**src/rtl/delay_timer_arbiter_pkg.sv**
```systemverilog
// Shared definitions for the delay timer arbiter: FSM state encoding,
// default widths and a helper that extracts one requester's delay slice.
package delay_timer_arbiter_pkg;

    // Default counter / delay width
    localparam int DEFAULT_W = 16;

    // Upper bounds used by the generic slice helper
    localparam int MAX_N = 8;
    localparam int MAX_W = 32;
    localparam int MAX_BUS = MAX_N * MAX_W;

    // Arbiter FSM states
    typedef enum logic [1:0] {
        IDLE = 2'd0,
        RUN  = 2'd1,
        DONE = 2'd2
    } dta_state_e;

    // Returns delay slice i of width w from a zero-extended packed delay bus
    function automatic logic [MAX_W-1:0] delay_slice(
        input logic [MAX_BUS-1:0] bus,
        input int                 i,
        input int                 w
    );
        logic [MAX_W-1:0] mask;
        logic [MAX_BUS-1:0] shifted;
        mask    = (w >= MAX_W) ? '1 : ((MAX_W'(1) << w) - MAX_W'(1));
        shifted = bus >> (i * w);
        return shifted[MAX_W-1:0] & mask;
    endfunction

endpackage

```
**src/rtl/delay_timer_arbiter_rr_pick.sv**
```systemverilog
// Combinational round-robin picker: returns the first asserted request at
// or above the rotating pointer, wrapping modulo N.
module delay_rr_pick #(
    parameter int N  = 4,
    parameter int IW = (N > 1) ? $clog2(N) : 1
) (
    input  logic [N-1:0]  req,
    input  logic [IW-1:0] ptr,
    output logic          valid,
    output logic [IW-1:0] winner,
    output logic [N-1:0]  onehot
);

    logic [IW-1:0] idx;

    // Scan from the farthest rotated position down so the nearest request to ptr wins
    always_comb begin
        valid  = 1'b0;
        winner = '0;
        idx    = '0;
        for (int k = N - 1; k >= 0; k--) begin
            idx = IW'((int'(ptr) + k) % N);
            if (req[idx]) begin
                valid  = 1'b1;
                winner = idx;
            end
        end
    end

    assign onehot = valid ? (N'(1) << winner) : '0;

endmodule

```
**src/rtl/delay_timer_arbiter.sv**
```systemverilog
// Shares one down-counting delay timer among N requesters. A round-robin
// pick in IDLE loads the winner's delay; the job either counts down to a
// one-cycle done pulse or is aborted when the owner drops its request.
module delay_timer_arbiter
    import delay_timer_arbiter_pkg::*;
#(
    parameter int N = 4,
    parameter int W = DEFAULT_W
) (
    input  logic           clk,
    input  logic           rst_n,
    input  logic [N-1:0]   req,
    input  logic [N*W-1:0] delay,
    output logic [N-1:0]   grant,
    output logic [N-1:0]   done,
    output logic [N-1:0]   aborted,
    output logic           busy,
    output logic [W-1:0]   q
);

    localparam int IW = (N > 1) ? $clog2(N) : 1;

    logic [1:0]        state;
    logic [IW-1:0]     ptr;
    logic [IW-1:0]     owner;
    logic [IW-1:0]     owner_next_ptr;

    logic              pick_valid;
    logic [IW-1:0]     pick_winner;
    logic [N-1:0]      pick_onehot;

    logic [MAX_BUS-1:0] delay_ext;
    logic [MAX_W-1:0]   delay_wide;
    logic [W-1:0]       delay_sel;

    delay_rr_pick #(
        .N  (N),
        .IW (IW)
    ) u_pick (
        .req    (req),
        .ptr    (ptr),
        .valid  (pick_valid),
        .winner (pick_winner),
        .onehot (pick_onehot)
    );

    // The winner's delay is only consumed on the IDLE->RUN load
    assign delay_ext  = MAX_BUS'(delay);
    assign delay_wide = delay_slice(delay_ext, int'(pick_winner), W);
    assign delay_sel  = delay_wide[W-1:0];

    // Pointer moves just past the finishing owner so it becomes lowest priority
    assign owner_next_ptr = (owner == IW'(N - 1)) ? '0 : owner + IW'(1);

    assign busy = (state != IDLE);

    // Arbiter FSM, shared counter, round-robin pointer and pulse outputs
    always_ff @(posedge clk or negedge rst_n) begin
        if (!rst_n) begin
            state   <= IDLE;
            grant   <= '0;
            done    <= '0;
            aborted <= '0;
            q       <= '0;
            ptr     <= '0;
            owner   <= '0;
        end else begin
            done    <= '0;
            aborted <= '0;
            case (state)
                IDLE: begin
                    if (pick_valid) begin
                        state <= RUN;
                        grant <= pick_onehot;
                        owner <= pick_winner;
                        q     <= delay_sel;
                    end
                end
                RUN: begin
                    if (!req[owner]) begin
                        state   <= IDLE;
                        grant   <= '0;
                        q       <= '0;
                        aborted <= grant;
                        ptr     <= owner_next_ptr;
                    end else if (q == '0) begin
                        state <= DONE;
                        done  <= grant;
                    end else begin
                        q <= q - W'(1);
                    end
                end
                DONE: begin
                    state <= IDLE;
                    grant <= '0;
                    q     <= '0;
                    ptr   <= owner_next_ptr;
                end
                default: begin
                    state <= IDLE;
                    grant <= '0;
                    q     <= '0;
                end
            endcase
        end
    end

endmodule

```
**config.mk**
```make
export PLATFORM = sky130hd
export DESIGN_NAME = delay_timer_arbiter
export DESIGN_NICKNAME = d
export VERILOG_FILES = /design/src/rtl/delay_timer_arbiter_pkg.sv /design/src/rtl/delay_timer_arbiter_rr_pick.sv /design/src/rtl/delay_timer_arbiter.sv
export SDC_FILE = /design/constraint.sdc
export NUM_CORES = 1
export LEC_CHECK = 0
export CAP_MARGIN = 20
export CELL_PAD_IN_SITES_DETAIL_PLACEMENT = 1
export CELL_PAD_IN_SITES_GLOBAL_PLACEMENT = 1
export CORE_ASPECT_RATIO = 0.75
export CORE_MARGIN = 1
export CORE_UTILIZATION = 31
export CTS_CLUSTER_SIZE = 20
export DETAILED_ROUTE_END_ITERATION = 6
export GPL_ROUTABILITY_DRIVEN = 0
export PLACE_DENSITY_LB_ADDON = 0.1
export SYNTH_ARGS = -nofsm -noshare
export SYNTH_HDL_FRONTEND = slang
export SYNTH_SLANG_ARGS = --single-unit
```
**constraint.sdc**
```tcl
create_clock -name clk -period 2.61 [get_ports clk]
set_input_delay 0.3915 -clock clk [delete_from_list [all_inputs] [get_ports clk]]
set_output_delay 0.3915 -clock clk [all_outputs]
set_load 0.05 [all_outputs]
```
==> metrics.txt <==
status completed; CTS tree done; Clock Sinks 34; Hold Worst Slack 0.514 ns; antenna violations before repair 0; Int Pwr 2.14 mW; CP Launch Type register; die area 7600 um2; worst-skew pair later-pin latency 0.29 ns; final worst-path cycle share 0.928; static leakage 1.57 nW; Core Footprint 6900 um2; vias in the first global route 2391; number of flops mapped to enable cells by yosys 0; top cells by area, synth dfrtp_1, mux2i_1, nor2_1; part of the power in registers 0.234; DIE WIDTH 100 um; clock skew 0.00895 ns; worst-case reg-to-reg path depth 8; die height 75.8 um; DRC 0; Synth Warn # 0; Core Rows 26; relative slew slack 0.657; clock share of power 0.147; Primary FF master, synth dfrtp_1; Critical Path Source q[0]$_DFFE_PN0P_; delay-heaviest family, CP simple AND/OR/NAND/NOR gates; iteration count of the initial detailed-routing pass 4; capturing point of the worst reg2reg path q[14]$_DFFE_PN0P_; Area Overhead vs Synth 59.9%; Hold Fails Final Rpt 0; RSZ-0062 raised after global routing no; Async SR Flop Fraction 1.00; Max Transition Viols Final 0; Netlist cell types 47; Worst-path clk slew 0.08 ns; FILL cells 816; leading cell types by count after synthesis dfrtp_1, mux2i_1, nor2_1; setup TNS 0 ns; DR iter-0 viols 89; crit path max fanout 5; Nets 428; IO buf count 98; P_sw 1.96 mW; Critical Setup Path Class register to register; CP arrival 2.57 ns; Switching Share 0.478; WP data required 2.76 ns; Root Buffer clkbuf_8; cts bufs inserted 5; Final min period 2.42 ns; GRT Resource Usage Total 0.216; Syn Nets 315; Comb power frac 0.619; RR Startpoint q[0]$_DFFE_PN0P_; H-tree depth 2; ANT cells 0; Max Freq 0.413 GHz; Pwr Density 1140 nW/um2; Detail Placement HPWL 6030 um; Routed Antenna Nets 0; WL/cell 16.9 um; first-pass GRT wire length 12300 um; clock buffer depth 2; via count 2376; share of the synthesized area in the top cell type 0.378; Mapped Avg Cell Area 9.25 um2; largest net degree at the start of global routing 35; Crit. End Element register; global route overflow 0; Stages on worst setup path 8; R2R Setup Slk 0.19 ns; WL final 7670 um; slowest cell on the critical path or4b_4; sequential area share after synthesis 0.378; worst slew pin tran 0.514 ns; WP buf/inv 1; largest stage delay on the critical path 0.54 ns; Hold WC Path Type primary input to async pin; final-report setup violation count 0; setup bufs post-CTS 0; Cells after Synth 243; IR drop worst, VDD 638 uV; Starting Density 0.326; routed vias/inst 5.22; I/O pin count 99; synthesized area 2250 um2; top-count cell post-synth dfrtp_1; Yosys top cell by area dfrtp_1; CTS Hold Bufs 0; max cap viols 0; share of post-route cells with drive strength above 1 0.101; register bit count reported by yosys 34; Critical Path, Cell by Cell inv_1 > ha_1 > or4b_4 > nor4_4 > nor2_1 > and3_1 > o21ai_0 > o221ai_1
-- worst reg2reg max path, stage by stage (launching register included) --
cell,delay (ns)
dfrtp_1,0.41
inv_1,0.10
ha_1,0.21
or4b_4,0.54
nor4_4,0.28
nor2_1,0.18
and3_1,0.18
o21ai_0,0.22
o221ai_1,0.15
-- final cells by class --
type                            instances  area (um2)  area share
Multi-Input combinational cell        194        1330       0.370
Inverter                                7        26.3     0.00731
Tap cell                               98         123      0.0341
Clock buffer                            5        68.8      0.0191
Sequential cell                        34         851       0.237
Clock inverter                          3        68.8      0.0191
Timing Repair Buffer                  114        1130       0.313
-- worst max-delay path by stage --
stage / slack [ns] / to
2_1_floorplan: 0.06 / q[6]$_DFFE_PN0P_
3_3_place_gp: 0.14 / q[1]$_DFFE_PN0P_
3_5_place_dp: 0.04 / q[14]$_DFFE_PN0P_
4_1_cts: 0.08 / q[14]$_DFFE_PN0P_
5_1_grt: 0.03 / q[6]$_DFFE_PN0P_
6_report: 0.19 / q[14]$_DFFE_PN0P_
-- kinds of logic after synthesis --
family	after synthesis	share of synthesized area
compound gates	60	0.185
xor+xnor	1	0.00390
fa+ha+maj	2	0.0111
buf+inv	15	0.0334
flops	34	0.378
mux	37	0.167
simple gates	94	0.221
-- metrics by stage --
| stage | total power, mW | setup WS [ns] | cell area, um2 | utilization | std cells |
|---|---|---|---|---|---|
| 2_1_floorplan | 2.57 | 0.0638 | 2250 | - | 243 |
| 3_3_place_gp | 3.44 | 0.140 | 3450 | 0.500 | 447 |
| 3_5_place_dp | 3.48 | 0.0389 | 3450 | 0.500 | 447 |
| 4_1_cts | 4.11 | 0.0788 | 3590 | 0.521 | 455 |
| 5_1_grt | 4.35 | 0.0338 | 3590 | 0.521 | 455 |
| 6_report | 4.09 | 0.188 | 3590 | 0.521 | 455 |
-- what timing repair did --
item / CTS / global route
pin swaps: 0 / 1
endpoints found under the setup margin: 1 / 2
gates resized for setup: 1 / 1
-- sequential cells by signal, summed over array words and instances (netlist names) --
signal and flops:
ptr 2, q 16, owner 2, aborted 4, grant 4, done 4, state 2
-- layout by cell type (no fill, tap or decap), drive strengths merged, types with 5 or more instances in the layout --
cell,count
mux2i,33
buf,16
nor2,24
clkbuf,5
a21oi,12
nor3,8
nor4,5
dfrtp,34
o22ai,5
and2,8
nand2,21
inv,7
o21ai,13
clkdlybuf4s50,98
-- power groups by stage --
stage          combinational [mW]  clock, mW  sequential, mW
2_1_floorplan                1.16          0            1.40
5_1_grt                      2.72      0.642           0.990
4_1_cts                      2.54      0.613           0.950
3_3_place_gp                 2.48          0           0.954
6_report                     2.53      0.603           0.957
3_5_place_dp                 2.52          0           0.958
-- routing by layer --
layer / track usage / part of all wire / up-vias
met1: 0.296 / 0.48 / 1137
met3: 0.0523 / 0.067 / 6
li1: - / - / 1145
met2: 0.346 / 0.45 / 88
met4: 0.0531 / 0.0077 / 0
met5: 0 / 0 / -
No activity file was read; power rests on OpenSTA's default activity.
